--- config.mk ---
export PLATFORM = sky130hd
export DESIGN_NAME = bcd_rtc_core
export DESIGN_NICKNAME = d
export VERILOG_FILES = /design/src/rtl/bcd_rtc_core.sv
export SDC_FILE = /design/constraint.sdc
export NUM_CORES = 1
export LEC_CHECK = 0
export ABC_CLOCK_PERIOD_IN_PS = 4300
export BUFFER_PORTS_ARGS = -buffer_cell sky130_fd_sc_hd__buf_4
export CAP_MARGIN = 40
export CORE_AREA = 2 2 162 116
export DETAILED_ROUTE_END_ITERATION = 7
export DIE_AREA = 0 0 164 118
export GPL_ROUTABILITY_DRIVEN = 0
export GPL_TIMING_DRIVEN = 1
export PLACE_DENSITY_LB_ADDON = 0.3
export SKIP_CTS_REPAIR_TIMING = 1
export SLEW_MARGIN = 40
export SYNTH_ARGS = -nofsm -noshare
export SYNTH_HDL_FRONTEND = slang
export SYNTH_SLANG_ARGS = --single-unit
--- constraint.sdc ---
create_clock -name CLK_14M -period 4.3 [get_ports CLK_14M]
set_clock_uncertainty 0.05 [all_clocks]
set_input_delay 0.645 -clock CLK_14M [delete_from_list [all_inputs] [get_ports CLK_14M]]
set_output_delay 0.645 -clock CLK_14M [all_outputs]
set_load 0.005 [all_outputs]
--- src/rtl/bcd_rtc_core.sv ---
// bcd_rtc_core: BCD time/calendar clock with jiffy counter, hh:mm:ss alarm, periodic/alarm IRQ and read-hold snapshot
module bcd_rtc_core #(
  parameter int CLK_HZ = 14318180,
  parameter int SUBSEC = 60
) (
  input  logic        CLK_14M,
  input  logic        RESET_N,
  input  logic [64:0] RTC,
  input  logic [3:0]  ADDR,
  input  logic        WE,
  input  logic        RD,
  input  logic [7:0]  DATA_IN,
  output logic [7:0]  DATA_OUT,
  output logic        IRQ_N
);
  localparam int DIV = CLK_HZ / SUBSEC;
  localparam int PW = $clog2(DIV);
  localparam logic [PW-1:0] PRE_MAX = PW'(DIV - 1);
  localparam logic [7:0] JIF_MAX = 8'(SUBSEC - 1);

  // Digit-wise BCD increment; a ones digit >= 9 carries, tens >= 9 wraps to 0.
  function automatic logic [7:0] binc(input logic [7:0] v);
    return v[3:0] >= 4'd9 ? {(v[7:4] >= 4'd9 ? 4'd0 : v[7:4] + 4'd1), 4'd0} : {v[7:4], v[3:0] + 4'd1};
  endfunction

  logic [PW-1:0] pre_q, pre_d;
  logic [7:0] jif_q, jif_d, year_q, year_d;
  logic [6:0] sec_q, sec_d, min_q, min_d, asec_q, asec_d, amin_q, amin_d;
  logic [5:0] hour_q, hour_d, date_q, date_d, ahour_q, ahour_d;
  logic [4:0] mon_q, mon_d;
  logic [2:0] dow_q, dow_d;
  logic [3:0] ctrl_q, ctrl_d;
  logic pf_q, pf_d, af_q, af_d, chk_q, chk_d, irq_n_q, irq_n_d, tgl_q, tgl_d;
  logic [42:0] rtc_q, rtc_d;
  logic [7:0] shd_q [8];
  logic [7:0] shd_d [8];
  logic [7:0] live [16];
  logic [7:0] sec_i, min_i, hour_i, date_i, mon_i, year_i;
  logic [15:0] wa, wt;
  logic [5:0] mlen;
  logic ld, tick, sc, sec_c, min_c, hour_c, date_c, mon_c, leap, clr, cap;
  logic unused_rtc;

  assign unused_rtc = ^{RTC[63:51], RTC[39:37], RTC[31:30], RTC[23:22], RTC[15], RTC[7]};

  always_comb begin
    live = '{default: 8'h00};
    live[0] = {1'b0, sec_q};
    live[1] = {1'b0, min_q};
    live[2] = {2'b0, hour_q};
    live[3] = {5'b0, dow_q};
    live[4] = {2'b0, date_q};
    live[5] = {3'b0, mon_q};
    live[6] = year_q;
    live[7] = jif_q;
    live[8] = {1'b0, asec_q};
    live[9] = {1'b0, amin_q};
    live[10] = {2'b0, ahour_q};
    live[11] = {4'b0, ctrl_q};
    live[12] = {6'b0, af_q, pf_q};
  end

  assign DATA_OUT = (ctrl_q[0] && !ADDR[3]) ? shd_q[ADDR[2:0]] : live[ADDR];
  assign IRQ_N = irq_n_q;

  always_comb begin
    rtc_d = {RTC[64], RTC[50:48], RTC[47:40], RTC[36:32], RTC[29:24], RTC[21:16], RTC[14:8], RTC[6:0]};
    ld = tgl_q != rtc_q[42];
    tgl_d = rtc_q[42];
    wa = WE ? 16'd1 << ADDR : 16'd0;
    wt = ld ? 16'd0 : wa;
    leap = year_q[4] ? (year_q[3:0] == 4'd2 || year_q[3:0] == 4'd6)
                     : (year_q[3:0] == 4'd0 || year_q[3:0] == 4'd4 || year_q[3:0] == 4'd8);
    mlen = mon_q == 5'h02 ? (leap ? 6'h29 : 6'h28)
         : (mon_q == 5'h04 || mon_q == 5'h06 || mon_q == 5'h09 || mon_q == 5'h11) ? 6'h30 : 6'h31;
    tick = !ctrl_q[3] && pre_q == PRE_MAX;
    sc = tick && jif_q >= JIF_MAX;
    sec_c = sc && sec_q[3:0] >= 4'd9 && sec_q[6:4] >= 3'd5;
    min_c = sec_c && min_q[3:0] >= 4'd9 && min_q[6:4] >= 3'd5;
    hour_c = min_c && hour_q >= 6'h23;
    date_c = hour_c && date_q >= mlen;
    mon_c = date_c && mon_q >= 5'h12;
    sec_i = binc({1'b0, sec_q});
    min_i = binc({1'b0, min_q});
    hour_i = binc({2'b0, hour_q});
    date_i = binc({2'b0, date_q});
    mon_i = binc({3'b0, mon_q});
    year_i = binc(year_q);
    pre_d = (ld || wt[0]) ? '0 : ctrl_q[3] ? pre_q : tick ? '0 : pre_q + PW'(1);
    jif_d = (ld || wt[0] || sc) ? 8'd0 : tick ? jif_q + 8'd1 : jif_q;
    // Load beats write beats tick; a written field still lets the tick carry ripple onward.
    sec_d = ld ? rtc_q[6:0] : wt[0] ? DATA_IN[6:0] : sc ? (sec_c ? 7'h00 : sec_i[6:0]) : sec_q;
    min_d = ld ? rtc_q[13:7] : wt[1] ? DATA_IN[6:0] : sec_c ? (min_c ? 7'h00 : min_i[6:0]) : min_q;
    hour_d = ld ? rtc_q[19:14] : wt[2] ? DATA_IN[5:0] : min_c ? (hour_c ? 6'h00 : hour_i[5:0]) : hour_q;
    dow_d = ld ? rtc_q[41:39] : wt[3] ? DATA_IN[2:0] : hour_c ? (dow_q >= 3'd6 ? 3'd0 : dow_q + 3'd1) : dow_q;
    date_d = ld ? rtc_q[25:20] : wt[4] ? DATA_IN[5:0] : hour_c ? (date_c ? 6'h01 : date_i[5:0]) : date_q;
    mon_d = ld ? rtc_q[30:26] : wt[5] ? DATA_IN[4:0] : date_c ? (mon_c ? 5'h01 : mon_i[4:0]) : mon_q;
    year_d = ld ? rtc_q[38:31] : wt[6] ? DATA_IN : mon_c ? year_i : year_q;
    asec_d = wa[8] ? DATA_IN[6:0] : asec_q;
    amin_d = wa[9] ? DATA_IN[6:0] : amin_q;
    ahour_d = wa[10] ? DATA_IN[5:0] : ahour_q;
    ctrl_d = wa[11] ? DATA_IN[3:0] : ctrl_q;
    clr = RD && ADDR == 4'hC;
    chk_d = sc && !ld;
    pf_d = chk_d || (pf_q && !clr);
    af_d = (chk_q && sec_q == asec_q && min_q == amin_q && hour_q == ahour_q) || (af_q && !clr);
    irq_n_d = !((pf_q && ctrl_q[1]) || (af_q && ctrl_q[2]));
    cap = wa[11] && DATA_IN[0] && !ctrl_q[0];
    for (int i = 0; i < 8; i++) shd_d[i] = cap ? live[i] : shd_q[i];
  end

  always_ff @(posedge CLK_14M) begin
    if (!RESET_N) begin
      pre_q <= '0;
      jif_q <= 8'd0;
      sec_q <= 7'h00;
      min_q <= 7'h00;
      hour_q <= 6'h00;
      dow_q <= 3'd0;
      date_q <= 6'h01;
      mon_q <= 5'h01;
      year_q <= 8'h00;
      asec_q <= 7'h00;
      amin_q <= 7'h00;
      ahour_q <= 6'h00;
      ctrl_q <= 4'h0;
      pf_q <= 1'b0;
      af_q <= 1'b0;
      chk_q <= 1'b0;
      irq_n_q <= 1'b1;
      rtc_q <= rtc_d;
      tgl_q <= RTC[64];
      shd_q <= '{default: 8'h00};
    end else begin
      pre_q <= pre_d;
      jif_q <= jif_d;
      sec_q <= sec_d;
      min_q <= min_d;
      hour_q <= hour_d;
      dow_q <= dow_d;
      date_q <= date_d;
      mon_q <= mon_d;
      year_q <= year_d;
      asec_q <= asec_d;
      amin_q <= amin_d;
      ahour_q <= ahour_d;
      ctrl_q <= ctrl_d;
      pf_q <= pf_d;
      af_q <= af_d;
      chk_q <= chk_d;
      irq_n_q <= irq_n_d;
      rtc_q <= rtc_d;
      tgl_q <= tgl_d;
      shd_q <= shd_d;
    end
  end
endmodule
; Word-level counts from Yosys, hierarchy flattened
; Cells that the tools add are included.
[op_classes]
n_addsub = 15
multipliers = 0
n_div = 0
n_lt_le_gt_ge = 21
eq_ne = 15
shift = 1
n_mux = 54
bitwise_logic = 3
n_reduce_logical = 60
[op_table]
columns = operator, count
row1 = $mux W7, 11
row2 = $mux W8, 9
row3 = $mux W6, 10
row4 = $bmux W8 S4, 1
row5 = $ge A4 B4 Y1 const B, 8
row6 = $mux W5, 6
row7 = $add A4 B1 Y4 const B, 7
row8 = $bmux W8 S3, 1
row9 = $reduce_bool A3 Y1, 8
row10 = $logic_and A1 B1 Y1, 21
row11 = $reduce_bool A4 Y1, 5
row12 = $add A18 B1 Y18 const B, 1
row13 = $eq A18 B18 Y1 const B, 1
row14 = $mux W18, 1
row15 = $mux W3, 6
row16 = $eq A7 B7 Y1, 2
row17 = $mux W12, 1
row18 = $reduce_and A2 Y1, 6
row19 = $shl A1 B4 Y12 const A, 1
row20 = $logic_or A1 B1 Y1, 11
row21 = $eq A5 B3 Y1 const B, 2
row22 = $ge A5 B5 Y1 const B, 2
row23 = $add A3 B1 Y3 const B, 3
row24 = $ge A3 B3 Y1 const B, 3
row25 = other kinds (26), 42
[totals]
reg_bits = 190
latch_bits = 0
ramBits = 0
romBits = 0
out_inout_bits = 9
elab_cells = 202
mem_count = 0

; Logic depth before layout (Yosys ltp)
; Gate-level depths: netlist of the first run.
[logic_depth]
word_depth = 14
mapped_depth = 15
ltp_nobuf = 15

; Least setup slack after synthesis of the first run
; No wires, ideal clock.
[synth_timing]
path_type = reg2reg
start = register year_q[0]
end = register mon_q[1]
arrival_ns = 3.342
path_slack_ns = 0.822
stages_incl_launch_ff = 16
n_path_buf = 0
period_less_slack_ns = 3.478
cell_sequence = dfxtp_1 -> inv_1 -> ha_1 -> nand2_1 -> o2bb2ai_1 -> a211oi_1 -> a21oi_1 -> o21ai_0 -> o21ai_0 -> ha_1 -> or4b_2 -> a221oi_2 -> nor2_1 -> a21oi_1 -> a211oi_1 -> a211oi_1
[synth_between]
elab_chain_cells = 13
[synth_rtl]
columns = item, line_no
row1 = start: declaration, 27  ; logic [7:0] jif_q, jif_d, year_q, year_d;
row2 = start signal: assignment, 143  ; year_q <= year_d;
row3 = $eq A4 B3 Y1 / $logic_not A4 Y1 (equally long branches), 73  ; : (year_q[3:0] == 4'd0 || year_q[3:0] == 4'd4 || year_q[3:0] == 4'd8);
row4 = $logic_or A1 B1 Y1 (2 in a row), 73
row5 = $mux W1 *, 72  ; leap = year_q[4] ? (year_q[3:0] == 4'd2 || year_q[3:0] == 4'd6)
row6 = $mux W1 *, 74  ; mlen = mon_q == 5'h02 ? (leap ? 6'h29 : 6'h28)
row7 = $mux W5 *, 74
row8 = $ge A6 B6 Y1 *, 81  ; date_c = hour_c && date_q >= mlen;
row9 = $logic_and A1 B1 Y1 *, 81
row10 = $logic_and A1 B1 Y1, 82  ; mon_c = date_c && mon_q >= 5'h12;
row11 = $mux W5 (4 in a row), 97  ; mon_d = ld ? rtc_q[30:26] : wt[5] ? DATA_IN[4:0] : date_c ? (mon_c ? 5'h01 : mon_i[4:0]) : mon_q;
row12 = end signal: assignment, 142  ; mon_q <= mon_d;
row13 = end: declaration, 30  ; logic [4:0] mon_q, mon_d;
; Mark *: on every way between the ends. The rest lies on a longest branch, timed or not. The select of a mux whose other input is x is not followed.
; A chain may end at the register's enable or synchronous reset.

; Worst setup path after layout of the first run
[layout_timing]
start = register year_q[1]
end = register date_q[4]
[layout_between]
elab_chain_cells = 12
[layout_rtl]
columns = item, line_no
row1 = $eq A4 B3 Y1 / $logic_not A4 Y1 (equally long branches), 73
row2 = $logic_or A1 B1 Y1 (2 in a row), 73
row3 = $mux W1 *, 72
row4 = $mux W1 *, 74
row5 = $mux W5 *, 74
row6 = $ge A6 B6 Y1 *, 81
row7 = $logic_and A1 B1 Y1 *, 81
row8 = $mux W6 (4 in a row), 96  ; date_d = ld ? rtc_q[25:20] : wt[4] ? DATA_IN[5:0] : hour_c ? (date_c ? 6'h01 : date_i[5:0]) : date_q;
row9 = end signal: assignment, 141  ; date_q <= date_d;
row10 = end: declaration, 29  ; logic [5:0] hour_q, hour_d, date_q, date_d, ahour_q, ahour_d;
; Marks and branches as above.

==> results of run 1 <==
## registers in the layout, summed over array words and instances (netlist names), 5 cells and up
name / cells
min_q: 7
rtc_q: 43
pre_q: 18
sec_q: 7
year_q: 8
amin_q: 7
ahour_q: 6
jif_q: 8
date_q: 6
hour_q: 6
asec_q: 7
shd_q: 50
mon_q: 5
## worst min path at each step
| stage | startpoint | to | cells past startpoint |
|---|---|---|---|
| 6_report | RTC[19] | rtc_q[17]$_DFF_P_ | 1 |
| 5_1_grt | RTC[49] | rtc_q[40]$_DFF_P_ | 1 |
| 4_1_cts | RTC[19] | rtc_q[17]$_DFF_P_ | 1 |
| 3_5_place_dp | rtc_q[40]$_DFF_P_ | dow_q[1]$_SDFFE_PN0P_ | 2 |
| 3_3_place_gp | rtc_q[40]$_DFF_P_ | dow_q[1]$_SDFFE_PN0P_ | 2 |
| 2_1_floorplan | rtc_q[40]$_DFF_P_ | dow_q[1]$_SDFFE_PN0P_ | 2 |
## layout make-up
type / count / area, sq um / area share [%]
clock buffers: 20 / 466.7 / 4.248
clock inverters: 11 / 130.1 / 1.184
inverters: 29 / 108.9 / 0.9908
multi-input cells: 862 / 5529 / 50.32
flip-flops and latches: 190 / 3804 / 34.62
well taps: 236 / 295.3 / 2.688
repair buffers: 87 / 653.1 / 5.945
## critical path, stage by stage, from the launching register on
cell and delay, ps:
dfxtp_1 440, inv_1 120, ha_1 200, o2bb2ai_1 120, a211oi_1 220, a21oi_1 50, o21ai_0 170, o21ai_0 100
ha_1 280, or4b_2 620, a221oi_2 370, buf_4 200, nor2_1 70, nand2_1 260, a211oi_1 110, a2111oi_0 360
## through the flow
stage               total power, mW  hold slack [ps]  area [sq um]
global route                  4.405            235.4         10990
detailed placement            2.643            392.0         10390
floorplan                     2.397            369.7          9681
finish                        4.248            244.1         10990
CTS                           4.241            247.0         10990
global placement              2.628            383.6         10390
## cells in the final DEF (no fill, tap or decap), types with 13 or more instances in the layout
cell type,n
mux2i_1,24
and3_1,14
a21oi_1,118
nor3_1,18
xor2_1,17
dfxtp_1,190
a211oi_1,13
nor2_1,83
buf_4,87
o21ai_0,69
nand3_1,28
xnor2_1,23
mux4_2,21
clkbuf_16,17
inv_1,27
nand2_1,207
ha_1,36
## logic make-up (layout without fill, tap and decap cells)
| group | count (synthesis) | count (layout) | share of synthesized area [%] |
|---|---|---|---|
| AOI/OAI and AO/OA | 305 | 305 | 19.79 |
| xor gates and xnor gates | 42 | 42 | 3.800 |
| adders and majority gates | 36 | 36 | 4.653 |
| buffers and inverters | 99 | 147 | 3.916 |
| DFF | 190 | 190 | 39.29 |
| muxes | 48 | 48 | 7.716 |
| and+or+nand+nor | 431 | 431 | 20.84 |
## synth_stat cells, types with 4 or more instances
library cell,count
or3_1,4
a31oi_1,8
mux4_2,21
nor4_1,7
nor4b_1,5
xnor2_1,24
a211o_1,5
o22ai_1,5
o32ai_1,6
o221ai_1,6
nand3b_1,8
a211oi_1,13
nand4_1,10
a221oi_1,6
nand2b_1,7
dfxtp_1,190
a22oi_1,10
a21oi_1,118
nor3b_1,6
ha_1,36
a31o_2,5
or3b_2,5
and3_1,14
buf_1,5
xor2_1,18
nand2_1,207
mux2i_1,24
a222oi_1,4
inv_1,28
nand3_1,29
o21ai_0,69
nor2b_1,6
o31ai_1,8
nor2_1,83
clkbuf_1,61
nor3_1,18
## per-layer routing
metal	wire length, um	global-route usage (%)
met1	12620	43.23
met2	12410	43.93
met3	2852	7.505
met4	956	11.95
met5	0	0
## power groups by stage
| stage | logic, mW | registers [mW] | clock network (mW) |
|---|---|---|---|
| floorplan | 0.461 | 1.94 | 0 |
| global placement | 0.627 | 2.00 | 0 |
| detailed placement | 0.641 | 2.00 | 0 |
| CTS | 0.647 | 1.96 | 1.63 |
| global route | 0.726 | 1.98 | 1.70 |
| finish | 0.658 | 1.97 | 1.62 |
==> flow_summary.yaml, run 1 <==
run_status:
  status: "finished clean"
sta:
  setup_viol: 0
  tns_ps: 0
  relSlewSlack_pct: 45.96
  fin_crit_ps: 3864
  clock.fmax_mhz: 258.8
  hold_viol_final: 0
  drv_slew: 0
  timing.final.ws_setup_ps: 436.3
  worst_slew_pin_slew_ps: 804.4
  rsz0062_at_grt: "no"
  period_share_pct: 89.85
clocking:
  insertion_delay_ps: 450
  h-tree-depth: 4
  cts_tree: "built"
  cts_root_buf: "clkbuf_16"
  cts_num_sinks: 190
  numCtsBuffers: 17
  clk_pin_slew_worst_paths_ps: 70
  max-clock-path-buffers: 2
global_routing:
  grt_max_degree: 51
  grt_pass1_wl_um: 45470
  grt_pass1_vias: 8418
  grtUsageTotal_pct: 30.36
  grt_overflow: 0
  antenna_found_initial: 0
drt:
  drc_errors: 0
  routed_via_density: 6.215
  detail-route-antenna-nets: 0
  vias: 8918
  drt_iter0_drc: 1145
  first_pass_iters: 5
  wirelength_um: 28840
  wl_per_cell_um: 20.10
worst_setup_path:
  cp-end-kind: "flop"
  setup.worst_path.end: "date_q[4]$_SDFFE_PN0P_"
  startpoint: "year_q[1]$_SDFFE_PN0P_"
  reg2reg_to: "date_q[4]$_SDFFE_PN0P_"
  cp.arrival_ps: 4140
  r2r_setup_slack_ps: 440
  reg2reg_depth: 15
  cp.required_ps: 4580
  worstSetupPathType: "reg -> reg"
  start_kind: "flop"
  path_max_fanout: 7
  worstReg2RegStart: "year_q[1]$_SDFFE_PN0P_"
die:
  fp.coreArea_sq_um: 17800
  die_h_um: 118
  io_pins: 90
  chipWidth_um: 164
  die-area_sq_um: 19350
  initial_utilization_pct: 54.38
  rows: 41
synth:
  yosysTopAreaCellShare_pct: 39.29
  syn_area_per_cell_sq_um: 8.411
  synthFlopType: "dfxtp_1"
  synth_edf_count: 0
  synth_fp_nets: 1268
  synthArstFlopShare_pct: 0
  syn_area_sq_um: 9681
  yosys_warnings: 0
  yosys.area.top_type: "dfxtp_1"
  synthCells: 1151
  synth_cell_types: 80
  synth.area.top_cells: "dfxtp_1 (39%), nand2_1 (8.0%), a21oi_1 (6.1%)"
  yosysSeqAreaShare_pct: 39.29
  synth-seq-cells: 190
final_layout:
  fillers: 1534
  fin_cells: 1435
  diodes: 0
  drive_gt1_share_pct: 14.18
  post-route-util_pct: 61.72
  final_nets: 1304
  area_growth_pct: 13.49
pwr:
  power.switching_mw: 1.230
  power.density_nw_per_um2: 386.6
  ir_drop_uv: 253.4
  p_int_mw: 3.018
  pwr-share-clk_pct: 38.2
  swShare_pct: 28.96
  power.leakage_nw: 4.057
  p_seq_share_pct: 46.3
  power_frac_comb_pct: 15.5
placed_design:
  io_buffer_count: 67
  dp_hpwl_um: 20360
  dp_slack_ps: 531.4
  place_inst: 1404
worst_hold_path:
  hold_class: "in -> reg"
flow_run:
  max_cap_violations: 0
Note: power is estimated with default switching activity, not from simulation.
==> run 2, diff against run 1 <==
- REMOVE_ABC_BUFFERS: not set -> 1
==> run 2 against run 1 <==
Net effect:
- combinational power hardly changed
- first-iteration DRC count grew 8.2%
- die area is the same
- sequential cell count stayed put
- largest power group unchanged
- maximum frequency decreased by 1.1%
- sequential share of layout area fell by 0.075 points
- register-to-register slack got worse by 40 ps
==> flow_summary.yaml, run 2 (same netlist as run 1, synthesis figures left out) <==
drt:
  detail-route-antenna-nets: 0
  vias: 9147
  first_pass_iters: 6
  drc_errors: 0
  wirelength_um: 28970
  routed_via_density: 6.383
  drt_iter0_drc: 1239
  wl_per_cell_um: 20.21
sta:
  setup_viol: 0
  tns_ps: 0
  relSlewSlack_pct: 43.01
  period_share_pct: 90.84
  clock.fmax_mhz: 256.0
  hold_viol_final: 0
  drv_slew: 0
  rsz0062_at_grt: "no"
  worst_slew_pin_slew_ps: 854.8
  fin_crit_ps: 3906
worst_setup_path:
  start_kind: "flop"
  path_max_fanout: 8
  cpPeakStageDelay_ps: 650
  r2r_setup_slack_ps: 390
  cp.arrival_ps: 4190
  cp-end-kind: "flop"
  crit_chain: "inv_1 > ha_1 > nand2_1 > o2bb2ai_1 > a211oi_1 > a21oi_1 > o21ai_0 > o21ai_0 > ha_1 > or4b_2 > a221oi_4 > nor3_1 > a21o_1 > and3_1 > a31o_2"
  worstSetupPathType: "reg -> reg"
  cp.required_ps: 4590
  critPathSlowestCell: "or4b_2"
clocking:
  max-clock-path-buffers: 2
  h-tree-depth: 4
  cts_root_buf: "clkbuf_16"
  clk_pin_slew_worst_paths_ps: 70
  insertion_delay_ps: 440
  cts_num_sinks: 190
  numCtsBuffers: 17
  cts_tree: "built"
die:
  io_pins: 90
  fp.coreArea_sq_um: 17800
  die_h_um: 118
  initial_utilization_pct: 54.38
  chipWidth_um: 164
  rows: 41
  die-area_sq_um: 19350
final_layout:
  largest_reg_flops: 50
  reg_top3: "shd_q: 50 flops, rtc_q: 43 flops, pre_q: 18 flops"
  fin_cells: 1433
  diodes: 0
  final_nets: 1303
  final_cell_mix: "nand2_1 (207), dfxtp_1 (190), a21oi_1 (117), buf_4 (85), nor2_1 (83)"
  fillers: 1557
  largest-register: "shd_q"
  final_common_cell: "nand2_1"
  area_growth_pct: 13.74
  drive_gt1_share_pct: 14.45
global_routing:
  use_met2_pct: 42.23
  busiest_layer: "met1"
  grt_pass1_vias: 8376
  grtUsageTotal_pct: 30.38
  grt_max_degree: 51
  grt_pass1_wl_um: 45700
  met1_usage_pct: 45.20
  met3_usage_pct: 7.294
  grt_overflow: 0
  antenna_found_initial: 0
pwr:
  ir_drop_uv: 249.2
  power.leakage_nw: 4.050
  power.density_nw_per_um2: 383.4
placed_design:
  dp_hpwl_um: 20390
  io_buffer_count: 67
  place_inst: 1403
flow_run:
  max_cap_violations: 0
worst_hold_path:
  hold_class: "in -> reg"
run_status:
  status: "finished clean"
run 2: routing by layer:
metal / share of wire [%] / vias up / routed length (um)
li1: - / 4207 / -
met3: 13 / 74 / 3659
met4: 3.0 / 0 / 867
met2: 41 / 591 / 11870
met1: 43 / 4275 / 12570
met5: 0 / - / 0
run 2: path summary, 6_finish.rpt:
| kind | end | depth (start not counted) | startpoint |
|---|---|---|---|
| min reg2reg | dow_q[1]$_SDFFE_PN0P_ | 2 | rtc_q[40]$_DFF_P_ |
| max | year_q[2]$_SDFFE_PN0P_ | 15 | year_q[0]$_SDFFE_PN0P_ |
| max reg2reg | year_q[2]$_SDFFE_PN0P_ | 15 | year_q[0]$_SDFFE_PN0P_ |
| min | rtc_q[19]$_DFF_P_ | 1 | RTC[21] |
run 2: power by group:
group | leakage (nW) | internal (mW) | switching, mW
clock | 0.286 | 0.899 | 0.689
combinational | 2.21 | 0.276 | 0.383
sequential | 1.56 | 1.84 | 0.138
run 2: layout make-up:
| cell class | count | area (sq um) | area share [%] |
|---|---|---|---|
| clock inverter | 9 | 108.9 | 0.9886 |
| tap | 236 | 295.3 | 2.682 |
| timing repair buffer | 86 | 658.1 | 5.977 |
| clock buffer | 21 | 470.5 | 4.273 |
| multi-input combinational | 862 | 5565 | 50.55 |
| inverter | 29 | 108.9 | 0.9886 |
| sequential | 190 | 3804 | 34.55 |
run 2: metrics by stage:
step                power [mW]  hold slack (ps)  utilization [%]  setup WS (ps)  area (sq um)
finish                   4.221            254.5            61.85          393.7         11010
global route             4.375            242.8            61.85          107.7         11010
CTS                      4.206            243.7            61.69          225.2         10980
floorplan                2.359            368.4                -          802.1          9410
global placement         2.626            386.6            58.40          416.3         10400
detailed placement       2.639            387.7            58.43          286.7         10400
run 2: worst max-delay path, delay by kind of cell (launching register included):
| kind | cells | cell delay, ps |
|---|---|---|
| flip-flops | 1 | 480 |
| buffers and inverters | 1 | 140 |
| AND/OR/NAND/NOR | 4 | 1060 |
| adder cells (fa/ha/maj) | 2 | 500 |
| AO/OA/AOI/OAI | 8 | 1540 |
